[src/rtl/mux_arb_pkg.sv]
// Shared types and helpers for the 4-requester round-robin mux arbiter.
package mux_arb_pkg;

  localparam int N_REQ = 4;
  localparam int SEL_W = 2;

  typedef enum logic {
    IDLE  = 1'b0,
    GRANT = 1'b1
  } state_e;

  function automatic logic [N_REQ-1:0] onehot(input logic [SEL_W-1:0] idx);
    logic [N_REQ-1:0] v;
    v      = '0;
    v[idx] = 1'b1;
    return v;
  endfunction

endpackage

[src/rtl/mux4_rr_arbiter_rr_pick.sv]
// Combinational round-robin pick: first set request bit scanning from ptr upward, modulo 4.
module rr_pick
  import mux_arb_pkg::*;
(
  input  logic [N_REQ-1:0] req,
  input  logic [SEL_W-1:0] ptr,
  output logic             any,
  output logic [SEL_W-1:0] idx
);

  logic             found;
  logic [SEL_W-1:0] cand;

  always_comb begin
    any   = |req;
    idx   = '0;
    found = 1'b0;
    cand  = '0;
    for (int k = 0; k < N_REQ; k++) begin
      cand = ptr + SEL_W'(k);
      if (!found && req[cand]) begin
        idx   = cand;
        found = 1'b1;
      end
    end
  end

endmodule

[src/rtl/mux4_rr_arbiter.sv]
// Round-robin arbiter driving the 4:1 mux selects with bounded tenure.
// Define ARB_GRANT_CNT_EN to add the saturating grant_count output.
module mux4_rr_arbiter
  import mux_arb_pkg::*;
#(
  parameter int HOLD_CYCLES = 4,
  parameter int CNT_W       = 4
) (
  input  logic             clk,
  input  logic             rst,
  input  logic [N_REQ-1:0] req,
  output logic [N_REQ-1:0] grant,
  output logic             sel1,
  output logic             sel0,
  output logic             busy
`ifdef ARB_GRANT_CNT_EN
  ,
  output logic [7:0]       grant_count
`endif
);

  localparam logic [CNT_W-1:0] HOLD_LOAD = CNT_W'(HOLD_CYCLES - 1);

  state_e           state_q, state_d;
  logic [SEL_W-1:0] ptr_q, ptr_d;
  logic [CNT_W-1:0] cnt_q, cnt_d;
  logic [N_REQ-1:0] grant_q, grant_d;
  logic [SEL_W-1:0] sel_q, sel_d;
  logic             busy_q, busy_d;

  logic [SEL_W-1:0] pick_ptr;
  logic             pick_any;
  logic [SEL_W-1:0] pick_idx;
  logic             release_w;
  logic             new_grant;

  // sel_q doubles as the owner index; during a tenure the scan starts just past
  // the owner so the owner itself is considered last on re-arbitration.
  assign pick_ptr  = (state_q == GRANT) ? sel_q + 2'd1 : ptr_q;
  assign release_w = (state_q == GRANT) && (!req[sel_q] || (cnt_q == '0));

  rr_pick u_pick (
    .req (req),
    .ptr (pick_ptr),
    .any (pick_any),
    .idx (pick_idx)
  );

  always_comb begin
    state_d   = state_q;
    ptr_d     = ptr_q;
    cnt_d     = cnt_q;
    grant_d   = grant_q;
    sel_d     = sel_q;
    busy_d    = busy_q;
    new_grant = 1'b0;

    if (state_q == IDLE) begin
      if (pick_any) new_grant = 1'b1;
    end else if (release_w) begin
      ptr_d = pick_ptr;
      if (pick_any) begin
        new_grant = 1'b1;
      end else begin
        // sel keeps its last value so the mux input does not glitch.
        state_d = IDLE;
        grant_d = '0;
        busy_d  = 1'b0;
      end
    end else begin
      cnt_d = cnt_q - 1'b1;
    end

    if (new_grant) begin
      state_d = GRANT;
      grant_d = onehot(pick_idx);
      sel_d   = pick_idx;
      busy_d  = 1'b1;
      cnt_d   = HOLD_LOAD;
    end
  end

  always_ff @(posedge clk) begin
    if (rst) begin
      state_q <= IDLE;
      ptr_q   <= '0;
      cnt_q   <= '0;
      grant_q <= '0;
      sel_q   <= '0;
      busy_q  <= 1'b0;
    end else begin
      state_q <= state_d;
      ptr_q   <= ptr_d;
      cnt_q   <= cnt_d;
      grant_q <= grant_d;
      sel_q   <= sel_d;
      busy_q  <= busy_d;
    end
  end

  assign grant = grant_q;
  assign sel1  = sel_q[1];
  assign sel0  = sel_q[0];
  assign busy  = busy_q;

`ifdef ARB_GRANT_CNT_EN
  logic [7:0] gcnt_q;

  always_ff @(posedge clk) begin
    if (rst) begin
      gcnt_q <= '0;
    end else if (new_grant && (gcnt_q != 8'hFF)) begin
      gcnt_q <= gcnt_q + 8'd1;
    end
  end

  assign grant_count = gcnt_q;
`endif

endmodule
[config.mk]
export PLATFORM = sky130hd
export DESIGN_NAME = mux4_rr_arbiter
export DESIGN_NICKNAME = d
export VERILOG_FILES = /design/src/rtl/mux_arb_pkg.sv /design/src/rtl/mux4_rr_arbiter_rr_pick.sv /design/src/rtl/mux4_rr_arbiter.sv
export SDC_FILE = /design/constraint.sdc
export NUM_CORES = 1
export LEC_CHECK = 0
export ABC_CLOCK_PERIOD_IN_PS = 2900
export CAP_MARGIN = 20
export CELL_PAD_IN_SITES_DETAIL_PLACEMENT = 1
export CELL_PAD_IN_SITES_GLOBAL_PLACEMENT = 1
export CORE_UTILIZATION = 37
export CTS_CLUSTER_DIAMETER = 30
export DETAILED_ROUTE_END_ITERATION = 6
export HOLD_SLACK_MARGIN = 0.03
export MAX_ROUTING_LAYER = met4
export PLACE_DENSITY = 0.75
export SETUP_SLACK_MARGIN = 0.15
export SLEW_MARGIN = 0
export SYNTH_ARGS = -nofsm -noshare
export SYNTH_HDL_FRONTEND = slang
export SYNTH_SLANG_ARGS = --single-unit
[constraint.sdc]
create_clock -name clk -period 2.9 [get_ports clk]
set_clock_uncertainty 0.15 [all_clocks]
set_input_delay 0.58 -clock clk [delete_from_list [all_inputs] [get_ports clk]]
set_output_delay 0.58 -clock clk [all_outputs]
set_load 0.1 [all_outputs]
==> metrics, run 1 <==
Mean Syn Cell Area=8.73 um^2; relative slew slack=62.3%; First-pass DRT Iterations=4; GRT Util Overall=20.3%; Worst-Margin Slew=0.562 ns; R2R setup slack=0.68 ns; syn nets=94; row cnt=16; mux cell area share after synthesis=6.92%; largest net degree at the start of global routing=15; launching point of the worst reg2reg path=cnt_q[0]; library cells used by synthesis=35; Worst Setup EP=sel_q[1]; Hold Violations, Final=0; Initial Util=39.1%; main combinational cell family by area after synthesis=simple AND/OR/NAND/NOR gates; Final TNS setup=0 ns; fmax=412 MHz; vias in the first global route=687; period utilization=83.7%; Synth Area in Compound Gates=23.2%; Synth Area in Adders=1.65%; Final setup viols=0; clock sinks=14; Die ar.=2240 um^2; Avg WL per Cell=14.3 um; DP Area=908 um^2; CTS tree=yes; Die Y=47.3 um; fin crit period=2.43 ns; Max-Cap Viols=0; CTS clock-pin slew for the worst setup and hold paths=0.08 ns; Critical path origin=req[1]; drt total wl=1860 um; Async S/R FF share, synth=0%; initial antenna violation count=0; FF-to-FF path depth=7; critical-path maximum fanout=10; Finished Cell Area=931 um^2; Via density=5.38; Req. time, crit path=2.95 ns; worst-skew pair later-pin latency=0.27 ns; most frequent cells in the layout=13 x dfxtp_1, 11 x buf_4, 8 x nor2_1; crit path DAT=2.48 ns; Pins Over Slew Limit=0; Setup Buffers After CTS=0; clock buffer depth=2; Hold Path Class=reg2reg; Hold Buf Count CTS=0; I/O pin cnt=13; WHS Path Cells=2; CP Class=in2reg; Post-synth EDFFs=0; commonest non-fill, non-tap cell in the layout=dfxtp_1; Root Buffer=clkbuf_4; crit end category=flop; H-Tree Depth=1; Primary FF master, synth=dfxtp_1; #FFs+latches synth=14; Post-Synth Simple-Gate Area=24.7%; number of diodes=0; synthesized cell area=759 um^2; Detailed Place HPWL=1460 um; Peak VDD IR=0.372 mV; Yosys warnings=0; share of layout cells above drive strength 1=22.3%; GP Congestion=0.909; Nets=112; # resized after CTS=0; area delta synth->final=22.6%; XOR/XNOR share of the synthesized area=1.15%; # DRC=0; gate count after technology mapping=87; RSZ-0062 raised after global routing=false; GR Overflow Total=0; TritonCTS buffer count=3; Vias=700; RR Endpoint=sel_q[1]; ANT nets after route=0; status=finished, final reports clean; initial DRC count=4; I/O Buffers=12; Die Span X=47.3 um; Leak=0.000370 uW; first-pass GRT wire length=3040 um; CORE AREA=1940 um^2; PD cells=588 nW/um^2; register area share after synthesis=36.9%; CP Launch Type=input port
==> cell usage after synthesis, types with 2 or more instances <==
| library cell | number | area [um^2] |
|---|---|---|
| dfxtp_1 | 14 | 280 |
| nor2_1 | 8 | 30.0 |
| a21oi_1 | 6 | 30.0 |
| inv_1 | 6 | 22.5 |
| nand2_1 | 6 | 22.5 |
| o21ai_0 | 5 | 25.0 |
| a311oi_1 | 4 | 35.0 |
| nor3_1 | 4 | 20.0 |
| mux2i_1 | 3 | 30.0 |
| a221oi_1 | 2 | 17.5 |
| clkbuf_1 | 2 | 7.51 |
| nor2b_1 | 2 | 12.5 |
| or2_2 | 2 | 12.5 |
| or2b_1 | 2 | 15.0 |
==> cells by family (layout without fill, tap and decap cells) <==
group	after synthesis	after routing
AND/OR/NAND/NOR	33	33
AO/OA/AOI/OAI	25	25
flip-flops	14	14
buffers and inverters	9	25
multiplexers	4	4
adder cells (fa/ha/maj)	1	1
XOR/XNOR	1	1
==> worst max-delay path, stage by stage <==
cell             delay, ns
clkdlybuf4s50_1       0.49
mux4_2                0.49
and3_4                0.23
nor2_4                0.10
or4b_1                0.44
a21oi_1               0.15
==> through the flow <==
stage / hold WS [ns] / std cells / util, % / setup WS [ns] / total power, uW
floorplan: 0.290 / 87 / - / 0.315 / 394
global placement: 0.291 / 127 / 46.8 / 0.257 / 439
detailed placement: 0.299 / 127 / 46.8 / 0.191 / 444
CTS: 0.319 / 130 / 47.9 / 0.464 / 553
global route: 0.355 / 130 / 47.9 / 0.374 / 577
finish: 0.310 / 130 / 47.9 / 0.472 / 548
==> metal layers <==
layer  global-route usage [%]  wire, um  up-vias  share of wire [%]
li1                         -         -      353                  -
met1                     23.4       858      330                 46
met2                     32.9       894       13                 48
met3                     7.31        67        4                3.6
met4                     5.71        38        0                2.0
met5                        -         0        -                  0
==> report_power, final <==
group	internal [uW]	switching, uW
Clock	48.1	61.0
Sequential	212	22.4
Combinational	67.9	136
Total	328	220
==> sequential cells by signal, summed over array words and instances (netlist names) <==
name	count
state_q	1
ptr_q	2
grant	4
busy	1
sel_q	2
cnt_q	4
==> cell type report <==
cell class	count	area, um^2
fillers	242	1010
well taps	27	33.8
flip-flops and latches	14	282
clock buffers	3	22.5
inverters	6	22.5
multi-input cells	64	438
repair buffers	16	133
==> how the worst min path moves through the flow <==
stage                   from       end  slack (ns)
global route        cnt_q[3]  cnt_q[3]        0.35
floorplan           cnt_q[3]  cnt_q[3]        0.29
finish              grant[0]  grant[0]        0.31
global placement    grant[0]  grant[0]        0.29
detailed placement  grant[0]  grant[0]        0.30
CTS                 grant[0]  grant[0]        0.32
(Power assumes the default switching activity.)
==> inputs of run 2 (changes only) <==
ABC_CLOCK_PERIOD_IN_PS = 1900   (was 2900)
CORE_UTILIZATION = 34   (was 37)
PLACE_DENSITY = 0.73   (was 0.75)
clock period = 1.9 ns   (was 2.9 ns; I/O delays follow)
==> metrics, run 2 (synthesis results as in run 1) <==
status=complete, but fails checks; failing checks=negative setup slack; PnR worst setup slack=-0.136 ns; worst slack, placed=-0.493 ns; fin crit period=2.04 ns; Nets=133; FF-to-FF path depth=7; GP Congestion=0.860; drt total wl=2860 um; Peak VDD IR=0.596 mV; most frequent cells in the layout=22 x buf_4, 9 x dfxtp_1, 8 x nor2_1; Final setup viols=6; CTS tree=yes; launching point of the worst reg2reg path=cnt_q[1]; WHS Path Cells=1; Root Buffer=clkbuf_4; GR Overflow Total=0; ANT nets after route=0; Overall Power=1040 uW; hold_sp=cnt_q[3]; initial antenna violation count=0; grt peak-use layer=met2; Leak=0.000533 uW; largest net degree at the start of global routing=15; met3 Usage GRT=6.23%; Vias=832; Req. time, crit path=1.97 ns; I/O pin cnt=13; Initial Util=37.6%; # DRC=0; PD cells=792 nW/um^2; share of layout cells above drive strength 1=52.8%; Hold Violations, Final=0; Hold Path Class=reg2reg; fin cells=152; CTS clock-pin slew for the worst setup and hold paths=0.09 ns; RSZ-0062 raised after global routing=true; Hold Buf Count CTS=0; worst-skew pair later-pin latency=0.29 ns; Worst-Margin Slew=0.471 ns; I/O Buffers=12; relative slew slack=68.6%; H-Tree Depth=1; crit path DAT=2.11 ns; crit end category=flop; Avg WL per Cell=18.8 um; first-pass GRT wire length=4130 um; Die Span X=49.3 um; GRT Util Overall=23.0%; period utilization=107%; number of diodes=0; CP Launch Type=flop; hold endpoint=cnt_q[3]; utilization after layout=64.7%; Max-Cap Viols=0; CP Class=reg2reg; met1 Use GR=25.5%; initial DRC count=10; Placed Cells=141; area delta synth->final=72.3%; Die ar.=2430 um^2; row cnt=16; Via density=5.47; clock buffer depth=2; R2R setup slack=-0.14 ns; met2 Usage GRT=39.5%; commonest non-fill, non-tap cell in the layout=buf_4; TritonCTS buffer count=3; fmax=491 MHz; Pins Over Slew Limit=0; vias in the first global route=882; RR Endpoint=sel_q[1]; critical-path maximum fanout=3; First-pass DRT Iterations=4; CORE AREA=2020 um^2; Die Y=49.3 um; clock sinks=14; Detailed Place HPWL=1650 um
run 2: layout make-up:
type                            count  area, um^2
Clock buffer                        3        22.5
Clock inverter                      1        3.75
Fill cell                         221         713
Inverter                            6        22.5
Multi-Input combinational cell     64         551
Sequential cell                    14         292
Tap cell                           27        33.8
Timing Repair Buffer               37         384
run 2: repair_timing:
| item | in CTS | in global routing |
|---|---|---|
| gates cloned | 0 | 0 |
| setup buffers | 3 | 4 |
| resized for setup | 25 | 13 |
| setup endpoints to repair | 11 | 11 |
| pin swaps | 3 | 4 |
run 2: per-stage QoR:
step / area [um^2] / hold WS (ns) / setup TNS (ns)
floorplan: 767 / 0.298 / -1.33
global placement: 1110 / 0.322 / -3.91
detailed placement: 1110 / 0.342 / -4.39
CTS: 1230 / 0.346 / -0.111
global route: 1310 / 0.377 / -0.738
finish: 1310 / 0.362 / -0.244
run 2: power breakdown:
| part | switching (uW) | internal (uW) |
|---|---|---|
| sequential | 41.0 | 326 |
| combinational | 269 | 216 |
| clock | 109 | 76.6 |
run 2: layer usage:
layer	share of wire [%]	vias to the layer above	routed length, um
li1	-	392	-
met1	38	403	1100
met5	0	-	0
met3	4.1	11	116
met2	53	26	1520
met4	4.3	0	123
run 2: how the worst max path moves through the flow:
| stage | startpoint | to | slack (ns) | cells after the start |
|---|---|---|---|---|
| finish | cnt_q[1] | sel_q[1] | -0.14 | 7 |
| global route | cnt_q[1] | sel_q[1] | -0.19 | 7 |
| CTS | sel_q[0] | sel_q[1] | -0.07 | 5 |
| detailed placement | req[2] | sel_q[1] | -0.49 | 6 |
| global placement | req[1] | sel_q[1] | -0.45 | 6 |
| floorplan | sel_q[0] | sel_q[1] | -0.35 | 6 |
run 2: worst max-delay path, cell delays in order, from the launching register on:
cell and delay (ns):
dfxtp_2 0.33, inv_2 0.07, ha_4 0.13, or3b_4 0.37, and3_4 0.20, nor2_4 0.09
or4b_4 0.47, a21oi_2 0.16
